`config.mk`:
```
export PLATFORM = sky130hd
export DESIGN_NAME = weight_spad_reader
export DESIGN_NICKNAME = d
export VERILOG_FILES = /design/src/rtl/weight_spad_reader.sv
export SDC_FILE = /design/constraint.sdc
export NUM_CORES = 1
export LEC_CHECK = 0
export ABC_AREA = 0
export ABC_CLOCK_PERIOD_IN_PS = 3280
export CAP_MARGIN = 20
export CORE_UTILIZATION = 53
export CTS_CLUSTER_SIZE = 25
export DETAILED_ROUTE_END_ITERATION = 8
export PLACE_DENSITY = 0.86
export SLEW_MARGIN = 20
export SYNTH_ARGS = -nofsm -noshare
export SYNTH_HDL_FRONTEND = slang
export SYNTH_SLANG_ARGS = --single-unit
```
`constraint.sdc`:
```
create_clock -name clk -period 3.28 [get_ports clk]
set_input_delay 0.492 -clock clk [delete_from_list [all_inputs] [get_ports clk]]
set_output_delay 0.492 -clock clk [all_outputs]
set_load 0.03 [all_outputs]
```
`src/rtl/weight_spad_reader.sv`:
```
// weight_spad_reader: read-side sequencer for the PE weight scratchpad.
// Walks a window [base, base+length) of the scratchpad (wrapping mod depth),
// repeating the window 'repeats' times, and streams the captured weights to
// the MAC over a valid/ready handshake with a per-pass last flag.
// Ports:
//   clk, rst                 clock, async active-high reset
//   start, base_addr, length, repeats   job command (sampled in IDLE)
//   abort                    synchronous job cancel
//   spad_r_en, spad_read_address, spad_read_data   scratchpad read port
//   w_data, w_valid, w_ready, w_last                weight stream to MAC
//   busy, done               job status
module weight_spad_reader #(
    parameter int unsigned DATA_W = 8,
    parameter int unsigned ADDR_W = 6,
    parameter int unsigned REP_W  = 8
) (
    input  logic              clk,
    input  logic              rst,
    input  logic              start,
    input  logic [ADDR_W-1:0] base_addr,
    input  logic [ADDR_W:0]   length,
    input  logic [REP_W-1:0]  repeats,
    input  logic              abort,
    output logic              spad_r_en,
    output logic [ADDR_W-1:0] spad_read_address,
    input  logic [DATA_W-1:0] spad_read_data,
    output logic [DATA_W-1:0] w_data,
    output logic              w_valid,
    input  logic              w_ready,
    output logic              w_last,
    output logic              busy,
    output logic              done
);

    localparam int unsigned IDX_W = ADDR_W + 1;

    typedef enum logic [1:0] {
        S_IDLE  = 2'd0,
        S_RUN   = 2'd1,
        S_DRAIN = 2'd2,
        S_DONE  = 2'd3
    } state_t;

    state_t              r_state;
    state_t              w_state_nxt;
    logic [ADDR_W-1:0]   r_base;
    logic [IDX_W-1:0]    r_len;
    logic [REP_W-1:0]    r_rep;
    logic [IDX_W-1:0]    r_idx;
    logic [REP_W-1:0]    r_pass;
    logic [ADDR_W-1:0]   r_addr;
    logic [DATA_W-1:0]   r_w_data;
    logic                r_w_valid;
    logic                r_w_last;

    logic                w_issue;
    logic                w_idx_last;
    logic                w_final;
    logic                w_abort;
    logic [ADDR_W-1:0]   w_addr_sum;

    // A read is issued only when the output register is free or draining this cycle.
    assign w_issue    = (r_state == S_RUN) && (!r_w_valid || w_ready);
    assign w_idx_last = (r_idx == (r_len - IDX_W'(1)));
    assign w_final    = w_idx_last && (r_pass == (r_rep - REP_W'(1)));
    assign w_abort    = abort && (r_state != S_IDLE);
    // Carry dropped: the window wraps from the top address back to 0.
    assign w_addr_sum = r_base + r_idx[ADDR_W-1:0];

    assign spad_r_en         = w_issue;
    // Address is live during an issue cycle (read data is combinational), held otherwise.
    assign spad_read_address = w_issue ? w_addr_sum : r_addr;
    assign w_data            = r_w_data;
    assign w_valid           = r_w_valid;
    assign w_last            = r_w_last;
    assign busy              = (r_state == S_RUN) || (r_state == S_DRAIN);
    assign done              = (r_state == S_DONE);

    // State register
    always_ff @(posedge clk or posedge rst) begin
        if (rst) begin
            r_state <= S_IDLE;
        end else begin
            r_state <= w_state_nxt;
        end
    end

    // Next-state logic; abort overrides every transition outside IDLE
    always_comb begin
        w_state_nxt = r_state;
        case (r_state)
            S_IDLE: begin
                if (start) begin
                    if ((length == '0) || (repeats == '0)) begin
                        w_state_nxt = S_DONE;
                    end else begin
                        w_state_nxt = S_RUN;
                    end
                end
            end
            S_RUN: begin
                if (w_issue && w_final) begin
                    w_state_nxt = S_DRAIN;
                end
            end
            S_DRAIN: begin
                if (r_w_valid && w_ready) begin
                    w_state_nxt = S_DONE;
                end
            end
            S_DONE: begin
                w_state_nxt = S_IDLE;
            end
            default: begin
                w_state_nxt = S_IDLE;
            end
        endcase
        if (w_abort) begin
            w_state_nxt = S_IDLE;
        end
    end

    // Job configuration and window walk counters
    always_ff @(posedge clk or posedge rst) begin
        if (rst) begin
            r_base <= '0;
            r_len  <= '0;
            r_rep  <= '0;
            r_idx  <= '0;
            r_pass <= '0;
            r_addr <= '0;
        end else if (r_state == S_IDLE) begin
            if (start) begin
                r_base <= base_addr;
                r_len  <= length;
                r_rep  <= repeats;
                r_idx  <= '0;
                r_pass <= '0;
            end
        end else if (w_issue && !w_abort) begin
            r_addr <= w_addr_sum;
            if (w_idx_last) begin
                r_idx  <= '0;
                r_pass <= r_pass + REP_W'(1);
            end else begin
                r_idx  <= r_idx + IDX_W'(1);
            end
        end
    end

    // Output register: capture on issue, retire on handshake, hold while stalled
    always_ff @(posedge clk or posedge rst) begin
        if (rst) begin
            r_w_data  <= '0;
            r_w_valid <= 1'b0;
            r_w_last  <= 1'b0;
        end else if (w_abort) begin
            r_w_valid <= 1'b0;
            r_w_last  <= 1'b0;
        end else if (w_issue) begin
            r_w_data  <= spad_read_data;
            r_w_valid <= 1'b1;
            r_w_last  <= w_idx_last;
        end else if (r_w_valid && w_ready) begin
            r_w_valid <= 1'b0;
            r_w_last  <= 1'b0;
        end
    end

endmodule
```
==> results of run 1 <==
## cells in the final DEF, fill, tap and decap left out, types with 5 or more instances in the layout
| master | n |
|---|---|
| nand2_1 | 85 |
| dfrtp_1 | 54 |
| clkdlybuf4s50_1 | 50 |
| inv_1 | 16 |
| mux2_2 | 14 |
| o21ai_0 | 13 |
| xnor2_1 | 13 |
| ha_1 | 13 |
| nand3_1 | 11 |
| xor2_1 | 9 |
| nor2_1 | 8 |
| buf_4 | 8 |
| nor4_1 | 7 |
| a21oi_1 | 7 |
| clkbuf_8 | 6 |
| nand2b_1 | 5 |
| nor3_1 | 5 |
| and3_1 | 5 |
| or4_1 | 5 |
## per-layer routing
metal / global-route usage / wire, um / part of all wire / vias to the layer above
met5: 0 / 0 / 0 / -
met4: 0.06364 / 52 / 0.0072 / 0
met3: 0.04598 / 306 / 0.042 / 8
met2: 0.4353 / 3590 / 0.50 / 77
met1: 0.3125 / 3277 / 0.45 / 1315
li1: - / - / - / 1305
## where the power goes
group | switching, uW | internal, uW
registers | 220 | 907
logic | 1020 | 819
clock network | 204 | 163
## worst max-delay path, delay by kind of cell (launching register included)
kind | cells | cell delay, ns
flops | 1 | 0.48
simple gates | 1 | 0.57
compound gates | 5 | 1.47
buf+inv | 1 | 0.09
fa+ha+maj | 1 | 0.30
## per-stage QoR
step | setup slack, ns | area, um^2 | hold slack, ns
6_report | 0.2856 | 3849 | 0.4860
5_1_grt | 0.07571 | 3849 | 0.5249
4_1_cts | 0.03162 | 3844 | 0.4871
3_5_place_dp | 0.3077 | 3761 | 0.4656
3_3_place_gp | 0.3660 | 3761 | 0.4610
2_1_floorplan | 0.7868 | 3149 | 0.4418
## cell type report
class | count | area [um^2]
multi-input cells | 258 | 1672
inverters | 18 | 67.56
flip-flops and latches | 54 | 1351
fillers | 461 | 1759
well taps | 72 | 90.09
repair buffers | 60 | 585.6
clock buffers | 6 | 82.58
## registers in the layout, indices dropped and copies added, names as in the netlist, 2 cells and up
signal,cells
r_idx,7
r_base,6
r_rep,8
w_data,8
r_addr,6
r_len,7
r_state,2
r_pass,8
## how the worst min path moves through the flow
stage | to | cells after the start | from | slack, ns
floorplan | r_addr[3] | 2 | r_addr[3] | 0.44
global placement | r_addr[4] | 2 | r_addr[4] | 0.46
detailed placement | r_addr[4] | 2 | r_addr[4] | 0.47
CTS | r_addr[4] | 2 | r_addr[4] | 0.49
global route | w_data[5] | 1 | w_data[5] | 0.52
finish | r_addr[4] | 2 | r_addr[4] | 0.49
## logic make-up (layout without fill, tap and decap cells)
group           Yosys count  in the layout  synth area share
xor+xnor                 22             22           0.06119
simple gates            148            148            0.2257
flops                    54             54            0.4291
mux                      16             16           0.05642
compound gates           58             58            0.1295
fa+ha+maj                14             14           0.05801
buf+inv                  32             84           0.04012
==> impl_metrics.py, run 1 <==
metrics = {
    "status": {
        "status": "finished, final reports clean",
    },
    "cells_and_area": {
        "final_util": 0.6863,
        "layout.cells.non_filler": 468,
        "flow.area_growth_from_synthesis_pct": 22.21,
        "diodes": 0,
        "nNetsFinal": 445,
        "proportion_of_layout_cells_with_a_drive_suffix_above_1": 0.08586,
    },
    "power": {
        "power_density_mw_per_mm2": 866.5,
        "power_uw": 3335,
        "peakVddDrop_mv": 0.5151,
        "cellLeakagePower_uw": 0.001775,
    },
    "clocking": {
        "numCtsBuffers": 5,
        "tritoncts_num_sinks": 54,
        "holdBufCountCts": 0,
        "root_buffer": "clkbuf_8",
        "cts_setup_buffers": 0,
        "cts_tree": "done",
        "clockBufferDepth": 2,
        "ctsHtreeMaxLevel": 2,
        "clkLatencyLatePin_ns": 0.31,
        "ctsResizeCount": 0,
        "cts_clk_pin_slew_worst_paths_ns": 0.09,
    },
    "grt": {
        "grt_max_degree": 32,
        "number_of_antenna_violations_at_the_first_check_in_global_routing": 0,
        "grt_overflow_total": 0,
        "vias_in_the_first_global_route": 2739,
        "global_route.usage.total": 0.2478,
        "first_pass_grt_wire_length_mm": 12.24,
    },
    "yosys": {
        "synth_largest_area_cell": "dfrtp_1",
        "post_synth_main_area_contributors": "dfrtp_1 43%, nand2_1 10%, ha_1 5.2%",
        "nets_in_the_synthesized_netlist": 392,
        "async_reset_ff_frac": 1.000,
        "ys_ff_latch": 54,
        "synth_common_cells": "85 x nand2_1, 54 x dfrtp_1, 17 x inv_1, 14 x mux2_2",
        "synth_largest_type_area_fraction": 0.4291,
        "synth-edff-count": 0,
        "synth.yosys.warnings": 0,
        "netlist_area_mm2": 0.003149,
        "synth_most_common_cell": "nand2_1",
        "ys_types": 55,
        "syn_area_per_cell_um2": 9.155,
        "yosys_most_used_dff": "dfrtp_1",
        "synth_sequential_area_ratio": 0.4291,
        "syn_inst": 344,
    },
    "worst_setup_path": {
        "reg2reg_to": "r_pass[5]",
        "end_kind": "flop",
        "start_point_of_the_critical_path": "r_len[0]",
        "cp_data_arrival_time_ns": 3.22,
        "crit_chain": "inv_1, ha_1, o21ba_1, a221oi_1, o2111ai_1, a311o_1, or4_1, a21oi_1",
        "timing.setup.critical_path_class": "flop to flop",
        "critical_path.slowest_cell": "or4_1",
        "reg2regPathDepth": 8,
        "setup.reg_to_reg.worst_slack_ns": 0.29,
        "critical_path.reg2reg.startpoint": "r_len[0]",
        "cp_slowest_stage_delay_ns": 0.57,
        "critPathRequiredTime_ns": 3.51,
        "crit_end": "r_pass[5]",
        "critPathMaxFanout": 13,
        "critPathLaunchType": "flop",
    },
    "place": {
        "hpwl_mm": 5.435,
        "buffers_added_on_ports": 52,
        "gp_congestion": 0.8409,
        "dpl.cell_count": 462,
    },
    "routing": {
        "drtIter0Drc": 136,
        "postRouteWirelength_mm": 7.226,
        "post_drt_via_cell_ratio": 5.780,
        "avgRoutedWirePerCell_um": 15.44,
        "ant_nets": 0,
        "num_vias": 2705,
        "drt_pre_antenna_iters": 4,
        "post-route-drc-count": 0,
    },
    "run": {
        "maxCapViolCount": 0,
    },
    "timing": {
        "report.final.setup_viol": 0,
        "report.final.slew_viol_count": 0,
        "layout_worst_path_cycle_share": 0.9129,
        "unrepaired_setup_endpoints_after_global_routing": "no",
        "tightestPinTransition_ns": 0.6472,
        "hold_viol": 0,
        "finalSetupTns_ns": 0,
        "maxSlewHeadroom": 0.5679,
        "timing.fmax_mhz": 334.0,
        "clock-skew-final_ns": 0.01287,
        "fin_crit_ns": 2.994,
    },
    "floorplanning": {
        "core_region_area_mm2": 0.005608,
        "initial_utilization": 0.5616,
        "fp-row-count": 27,
        "top_level_ports": 53,
        "chipHeight_um": 79.09,
        "die_area_mm2": 0.006254,
        "chipWidth_um": 79.09,
    },
    "worst_hold_path": {
        "hold_class": "flop to flop",
    },
}
Power figures use the tool's default switching activity.
==> run 2, diff against run 1 <==
--- a/config.mk
+++ b/config.mk
@@ -6,7 +6,7 @@
 export NUM_CORES = 1
 export LEC_CHECK = 0
 export ABC_AREA = 0
-export ABC_CLOCK_PERIOD_IN_PS = 3280
+export ABC_CLOCK_PERIOD_IN_PS = 3000
 export CAP_MARGIN = 20
 export CORE_UTILIZATION = 53
 export CTS_CLUSTER_SIZE = 25
==> constraint.sdc (replaced) <==
create_clock -name clk -period 3 [get_ports clk]
set_input_delay 0.45 -clock clk [delete_from_list [all_inputs] [get_ports clk]]
set_output_delay 0.45 -clock clk [all_outputs]
set_load 0.03 [all_outputs]
==> impl_metrics.py, run 2 (same netlist as run 1, synthesis figures left out) <==
metrics = {
    "status": {
        "status": "finished, final reports clean",
    },
    "power": {
        "power_uw": 3683,
        "cellLeakagePower_uw": 0.001777,
        "power_density_mw_per_mm2": 950.6,
        "peakVddDrop_mv": 0.5482,
    },
    "cells_and_area": {
        "flow.area_growth_from_synthesis_pct": 23.04,
        "n_fill_cell": 443,
        "mostFrequentLayoutCell": "nand2_1",
        "proportion_of_layout_cells_with_a_drive_suffix_above_1": 0.09296,
        "final_cell_mix": "85 x nand2_1, 53 x dfrtp_1, 49 x clkdlybuf4s50_1, 16 x inv_1, 14 x mux2_2",
        "nNetsFinal": 447,
        "final_util": 0.6910,
        "diodes": 0,
        "multi_input_area_mm2": 0.001672,
        "seq_area_mm2": 0.001353,
    },
    "timing": {
        "fin_crit_ns": 2.890,
        "timing.fmax_mhz": 346.0,
        "tightestPinTransition_ns": 0.7069,
        "clock-skew-final_ns": 0.01143,
        "hold_slack_ns": 0.4934,
        "unrepaired_setup_endpoints_after_global_routing": "no",
        "final_critical_path_setup_slack_ns": 0.1102,
        "report.final.setup_viol": 0,
        "report.final.slew_viol_count": 0,
        "layout_worst_path_cycle_share": 0.9633,
        "finalSetupTns_ns": 0,
        "maxSlewHeadroom": 0.5287,
        "hold_viol": 0,
    },
    "floorplanning": {
        "top_level_ports": 53,
        "chipHeight_um": 79.09,
        "fp-row-count": 27,
        "core_region_area_mm2": 0.005608,
        "die_area_mm2": 0.006254,
        "initial_utilization": 0.5616,
        "chipWidth_um": 79.09,
    },
    "routing": {
        "drtIter0Drc": 202,
        "post_drt_via_cell_ratio": 5.785,
        "avgRoutedWirePerCell_um": 15.27,
        "post-route-drc-count": 0,
        "postRouteWirelength_mm": 7.176,
        "num_vias": 2719,
        "drt_pre_antenna_iters": 4,
        "ant_nets": 0,
    },
    "grt": {
        "first_pass_grt_wire_length_mm": 12.31,
        "grt_overflow_total": 0,
        "grt_max_degree": 29,
        "number_of_antenna_violations_at_the_first_check_in_global_routing": 0,
        "global_route.usage.total": 0.2523,
        "vias_in_the_first_global_route": 2792,
    },
    "worst_setup_path": {
        "critPathMaxFanout": 5,
        "critical_path.reg2reg.startpoint": "r_len[0]",
        "timing.critical_path.buf_inv": 1,
        "timing.setup.critical_path_class": "flop to primary output",
        "end_kind": "primary output",
        "critPathRequiredTime_ns": 2.55,
        "setup.reg_to_reg.worst_slack_ns": 0.24,
        "path_delay_family": "compound AO/OA/AOI/OAI gates",
        "critPathLaunchType": "flop",
        "cp_slowest_stage_delay_ns": 0.45,
        "reg2reg_to": "r_pass[7]",
        "critical_path.slowest_cell": "dfrtp_1",
        "cp_data_arrival_time_ns": 2.44,
        "crit_chain": "ha_1, a21o_1, a21oi_1, o21bai_1, a21oi_1, xnor2_1, mux2_2, clkdlybuf4s15_1",
        "reg2regPathDepth": 8,
        "path_common_cell": "a21oi_1",
    },
    "worst_hold_path": {
        "end_of_the_worst_hold_path": "r_addr[1]",
        "worstHoldStart": "r_addr[1]",
        "hold_depth": 2,
        "hold_class": "flop to flop",
    },
    "place": {
        "post-place-ws_ns": 0.1414,
        "gp_congestion": 0.8468,
        "hpwl_mm": 5.297,
        "buffers_added_on_ports": 52,
    },
    "clocking": {
        "cts_clk_pin_slew_worst_paths_ns": 0.09,
        "tritoncts_num_sinks": 54,
        "clockBufferDepth": 2,
        "numCtsBuffers": 5,
        "cts_tree": "done",
        "root_buffer": "clkbuf_8",
        "holdBufCountCts": 0,
        "ctsHtreeMaxLevel": 2,
        "cts_setup_buffers": 0,
        "clkLatencyLatePin_ns": 0.32,
    },
    "run": {
        "maxCapViolCount": 0,
    },
}
-- run 2: per-stage QoR --
stage,area (um^2),cells
6_report,3875,470
5_1_grt,3875,470
3_5_place_dp,3789,464
3_3_place_gp,3789,464
2_1_floorplan,3149,344
4_1_cts,3869,470
-- run 2: repair_timing --
item                                    4_1_cts  5_1_grt
resized for setup                             2        4
gates cloned                                  0        0
endpoints found under the setup margin        2        4
-- run 2: worst max-delay path by stage --
stage	depth (start not counted)	endpoint	from
CTS	6	spad_read_address[3]	r_idx[1]
floorplan	11	r_pass[2]	r_len[0]
global placement	9	spad_read_address[4]	r_idx[0]
finish	8	spad_read_address[5]	r_idx[1]
detailed placement	9	spad_read_address[4]	r_idx[0]
global route	8	spad_read_address[5]	r_idx[1]
-- run 2: final cells by class --
cell class	count	share of cell area
Timing Repair Buffer	62	0.1576
Inverter	18	0.01744
Multi-Input combinational cell	258	0.4314
Clock buffer	6	0.02131
Sequential cell	54	0.3490
Tap cell	72	0.02325
-- run 2: layer usage --
layer	routed length, um	share of wire	GRT usage	up-vias
met5	0	0	0	-
met4	146	0.020	0.09091	0
met3	292	0.041	0.04828	12
met2	3480	0.48	0.4371	79
met1	3257	0.45	0.3119	1322
li1	-	-	-	1306
-- run 2: where the power goes --
group          switching [uW]  internal (uW)  leakage, uW
sequential                246            992     0.000688
clock                     236            179    0.0000431
combinational            1120            908      0.00105
total                    1600           2080      0.00178
-- run 2: tightest hold or removal path, stage by stage (launching register included) --
cell,delay [ns]
dfrtp_1,0.35
nand2_1,0.04
o21ai_0,0.06
